$ cat src/rtl/usb_tx_packet_sequencer.sv
// USB transmit packet sequencer.
// Walks a packet through SYNC, PID, DATA, CRC and EOP phases. Each phase is
// paced by byte_done strobes from the serializer. Illegal PIDs, oversize
// payloads and abort requests all route through a one-cycle ERROR state.
module usb_tx_packet_sequencer #(
  parameter int MAX_PKT_BYTES = 64,
  parameter int SYNC_BYTES    = 1,
  parameter int CRC_BYTES     = 2,
  parameter int HS_PIDS       = 0,
  parameter int LW            = $clog2(MAX_PKT_BYTES + 1)
) (
  input  logic          clk,
  input  logic          rst,
  input  logic          tx_start,
  input  logic [3:0]    tx_pid,
  input  logic [LW-1:0] tx_len,
  input  logic          byte_done,
  input  logic          eop_done,
  input  logic          abort,
  output logic          tx_busy,
  output logic          tx_error,
  output logic          tx_done,
  output logic          data_rd,
  output logic [2:0]    state_out,
  output logic [3:0]    pid_out,
  output logic [LW-1:0] byte_cnt
);

  typedef enum logic [2:0] {
    S_IDLE  = 3'd0,
    S_SYNC  = 3'd1,
    S_PID   = 3'd2,
    S_DATA  = 3'd3,
    S_CRC   = 3'd4,
    S_EOP   = 3'd5,
    S_ERROR = 3'd6
  } state_t;

  // Last phase-counter value before leaving SYNC / CRC (counter never wraps).
  localparam logic [1:0]  SYNC_LAST = 2'(SYNC_BYTES - 1);
  localparam logic [1:0]  CRC_LAST  = 2'(CRC_BYTES - 1);
  localparam logic [LW:0] MAX_LEN   = (LW + 1)'(MAX_PKT_BYTES);

  state_t        state, state_nx;
  logic [3:0]    pid_q;
  logic [LW-1:0] len_q;
  logic [LW-1:0] cnt_q;
  logic [1:0]    phase;
  logic          done_q;

  logic capture, phase_inc, cnt_inc, done_nx, start_ok;

  // Data PIDs carry a payload and CRC; the high-speed ones only when enabled.
  function automatic logic is_data_pid(input logic [3:0] p);
    case (p)
      4'b0011, 4'b1011: return 1'b1;
      4'b0111, 4'b1111: return (HS_PIDS != 0);
      default:          return 1'b0;
    endcase
  endfunction

  // Handshake PIDs go from PID straight to EOP.
  function automatic logic is_hs_pid(input logic [3:0] p);
    case (p)
      4'b0010, 4'b1010, 4'b1110: return 1'b1;
      default:                   return 1'b0;
    endcase
  endfunction

  // Payload length only matters for data PIDs.
  assign start_ok = is_hs_pid(tx_pid) ||
                    (is_data_pid(tx_pid) && ({1'b0, tx_len} <= MAX_LEN));

  assign tx_done   = done_q;
  assign state_out = state;
  assign pid_out   = pid_q;
  assign byte_cnt  = cnt_q;

  // State register.
  always_ff @(posedge clk) begin
    if (rst) state <= S_IDLE;
    else     state <= state_nx;
  end

  // Captured packet fields, payload count, phase counter and done pulse.
  always_ff @(posedge clk) begin
    if (rst) begin
      pid_q  <= '0;
      len_q  <= '0;
      cnt_q  <= '0;
      phase  <= '0;
      done_q <= 1'b0;
    end else begin
      if (capture) begin
        pid_q <= tx_pid;
        len_q <= tx_len;
        cnt_q <= '0;
      end else if (cnt_inc) begin
        cnt_q <= cnt_q + LW'(1);
      end
      if (state_nx != state) phase <= '0;
      else if (phase_inc)    phase <= phase + 2'd1;
      done_q <= done_nx;
    end
  end

  // Next-state and output decode; abort beats byte_done in SYNC..CRC.
  always_comb begin
    state_nx  = state;
    capture   = 1'b0;
    phase_inc = 1'b0;
    cnt_inc   = 1'b0;
    done_nx   = 1'b0;
    data_rd   = 1'b0;
    tx_busy   = (state != S_IDLE);
    tx_error  = (state == S_ERROR);
    case (state)
      S_IDLE: begin
        if (tx_start) begin
          capture  = 1'b1;
          state_nx = start_ok ? S_SYNC : S_ERROR;
        end
      end
      S_SYNC: begin
        if (abort) state_nx = S_ERROR;
        else if (byte_done) begin
          if (phase == SYNC_LAST) state_nx = S_PID;
          else                    phase_inc = 1'b1;
        end
      end
      S_PID: begin
        if (abort) state_nx = S_ERROR;
        else if (byte_done) begin
          if (is_data_pid(pid_q)) state_nx = (len_q != '0) ? S_DATA : S_CRC;
          else                    state_nx = S_EOP;
        end
      end
      S_DATA: begin
        if (abort) state_nx = S_ERROR;
        else if (byte_done) begin
          data_rd = 1'b1;
          cnt_inc = 1'b1;
          if (cnt_q + LW'(1) == len_q) state_nx = S_CRC;
        end
      end
      S_CRC: begin
        if (abort) state_nx = S_ERROR;
        else if (byte_done) begin
          if (phase == CRC_LAST) state_nx = S_EOP;
          else                   phase_inc = 1'b1;
        end
      end
      S_EOP: begin
        if (eop_done) begin
          state_nx = S_IDLE;
          done_nx  = 1'b1;
        end
      end
      S_ERROR: state_nx = S_IDLE;
      default: state_nx = S_IDLE;
    endcase
  end

endmodule
$ cat config.mk
export PLATFORM = sky130hd
export DESIGN_NAME = usb_tx_packet_sequencer
export DESIGN_NICKNAME = d
export VERILOG_FILES = /design/src/rtl/usb_tx_packet_sequencer.sv
export SDC_FILE = /design/constraint.sdc
export NUM_CORES = 1
export LEC_CHECK = 0
export ABC_AREA = 1
export CORE_UTILIZATION = 55
export CTS_BUF_LIST = sky130_fd_sc_hd__clkbuf_2 sky130_fd_sc_hd__clkbuf_4 sky130_fd_sc_hd__clkbuf_8
export DETAILED_ROUTE_END_ITERATION = 12
export PLACE_DENSITY = 0.88
export SLEW_MARGIN = 10
export SYNTH_ARGS = -nofsm -noshare
export SYNTH_HDL_FRONTEND = slang
export SYNTH_SLANG_ARGS = --single-unit
export TNS_END_PERCENT = 20
$ cat constraint.sdc
create_clock -name clk -period 5.2 [get_ports clk]
set_input_delay 0.52 -clock clk [delete_from_list [all_inputs] [get_ports clk]]
set_output_delay 0.52 -clock clk [all_outputs]
set_load 0.02 [all_outputs]
==> metrics.txt <==
initial antenna violation count 0; crit path launch type input pin; Pleak 0.784 nW; Crit path arrival time 2330 ps; clock root cell clkbuf_4; Hold Crit Class reg -> reg; Die Footprint 2970 um^2; max-slew violation count 0; largest net degree at the start of global routing 22; status finished, final reports clean; Yosys top cell by area dfxtp_1; port bufs 34; RSZ-0062 raised after global routing false; DR vias/cell 5.42; sequential fraction of the synthesis area 31.7%; largest family of logic cells by synthesized area simple AND/OR/NAND/NOR gates; Post-synth EDFFs 0; asr flop ratio synth 0%; GRT Overall Usage 27.1%; Via Count 1604; DRT iter0 DRCs 38; Setup Buffers After CTS 0; gpl congestion 0.899; Synth Cell Area 1510 um^2; per-cell routed wire length 11.9 um; Adder-Cell Fraction of Synth Area 2.48%; cell count after synthesis 235; first-pass GRT wire length 5830 um; period utilisation layout 54.7%; Max Buffers Root-to-Sink 2; simple logic cell fraction of the synthesized area 38.2%; Worst Path Required 4680 ps; HPWL Detailed 2770 um; Syn Nets 255; synthesized area per cell 6.44 um^2; xor/xnor share of the synthesized area 1.16%; net count reported at finish 288; CP endpoint kind output pin; WS Path Type in -> out; Initial Util 59.5%; final non-filler cell total 296; Max Freq 0.351 GHz; synth unique cells 29; number of synthesized register bits 24; layout cell share with drive strength beyond 1 9.40%; top-area cell type share of the netlist area 31.7%; chip height 54.5 um; vias in the first global route 1397; mux contribution to synthesized area 0%; CTS Hold Bufs 0; Tightest Pin Transition 696 ps; worst-path fanout max 15; Num CTS Buffers 3; pwr/cell area 304 nW/um^2; Yosys warning count 0; CTS tree done; chip width 54.5 um; Overflow after GRT 0; clock slew at reported path FFs 130 ps; ranking of synthesized cells by area dfxtp_1 (32%), nand2_1 (13%), nand3_1 (8.9%), a21oi_1 (7.3%), inv_1 (6.9%); Compound-Gate Fraction of Synth Area 15.8%; Boundary Pins 35; htree depth 1; DR pass1 iterations 4; cts repair resizes 0; clock sinks 24; Max-slew headroom 53.5%; clock skew 1.40 ps; Synth Flop Type dfxtp_1; final hold violation count 0; clk_lat worst skew 310 ps; # setup viols final 0; antenna cells 0; Antenna Nets Post-Route 0; Core ar. 2540 um^2; Period minus WS final 2850 ps; area grow syn2layout 24.5%; DRC viols 0; placed cells 293; largest vdd supply drop 0.281 mV; # rows 18; max-cap violations 0; wirelength, routed 3520 um; Setup TNS 0 ps
==> cells in the mapped netlist, drive strengths merged, types with 2 or more instances <==
| master | n |
|---|---|
| inv | 34 |
| o211ai | 2 |
| nand3 | 30 |
| a21oi | 22 |
| nand4 | 4 |
| o21ai | 17 |
| ha | 3 |
| nor2 | 23 |
| dfxtp | 24 |
| nor3 | 7 |
| nand2 | 56 |
| buf | 5 |
==> placed cells by master (no fill, tap or decap), types with 2 or more instances in the layout <==
cell type,n
nand2_1,53
clkdlybuf4s50_1,34
inv_1,28
nand3_1,27
dfxtp_1,24
a21oi_1,22
nor2_1,18
o21ai_0,17
inv_2,6
nor3_2,4
nor2_2,4
nand4_1,4
nand2_2,3
nand3_2,3
ha_1,3
clkbuf_4,3
nor3_1,2
o211ai_1,2
==> power by group <==
group          internal, mW  total [mW]  switching, mW
combinational        0.0996       0.250          0.151
sequential            0.210       0.241         0.0302
clock                0.0271      0.0828         0.0557
total                 0.337       0.574          0.237
==> final timing paths <==
check	slack, ps	end	depth (start not counted)	from
hold / removal	490	pid_out[3]	2	pid_out[3]
hold reg to reg	490	pid_out[3]	2	pid_out[3]
setup / recovery	2350	data_rd	6	byte_done
setup reg to reg	2930	phase[1]	12	state_out[2]
==> logic make-up after synthesis <==
family          after synthesis
compound gates               45
xor+xnor                      2
fa+ha+maj                     3
buf+inv                      41
flops                        24
simple gates                120
==> critical path, stage by stage <==
cell and delay [ps]:
clkdlybuf4s50_1 560, inv_1 70, nor2_1 220, nand2_1 100, inv_2 200, clkdlybuf4s50_1 640
==> flip-flops by register name (all words and copies together), names as in the netlist <==
signal,cells
len_q,7
tx_done,1
pid_out,4
phase,2
state_out,3
byte_cnt,7
==> metrics by stage <==
step,setup slack [ps],hold WS [ps],cell area (um^2),utilization [%],power (mW)
5_1_grt,2240,520,1880,74.0,0.621
3_3_place_gp,2450,459,1860,73.2,0.488
2_1_floorplan,3350,450,1510,-,0.408
4_1_cts,2380,499,1880,74.0,0.575
6_report,2350,495,1880,74.0,0.574
3_5_place_dp,2390,478,1860,73.2,0.492
==> routing by layer <==
layer  GRT usage, %  vias to the layer above  routed length (um)  part of all wire (%)
met1           34.8                      715                1640                    47
met5              0                        -                   0                     0
li1               -                      836                   -                     -
met2           46.1                       49                1660                    47
met3           6.67                        4                 189                   5.4
met4           4.27                        0                  29                  0.82
==> final cells by class <==
cell class	instances	area (um^2)
multi-input combinational	170	872
fill	234	661
sequential	24	480
timing repair buffer	34	340
inverter	35	131
tap	30	37.5
clock buffer	3	22.5
(Power assumes the default switching activity.)
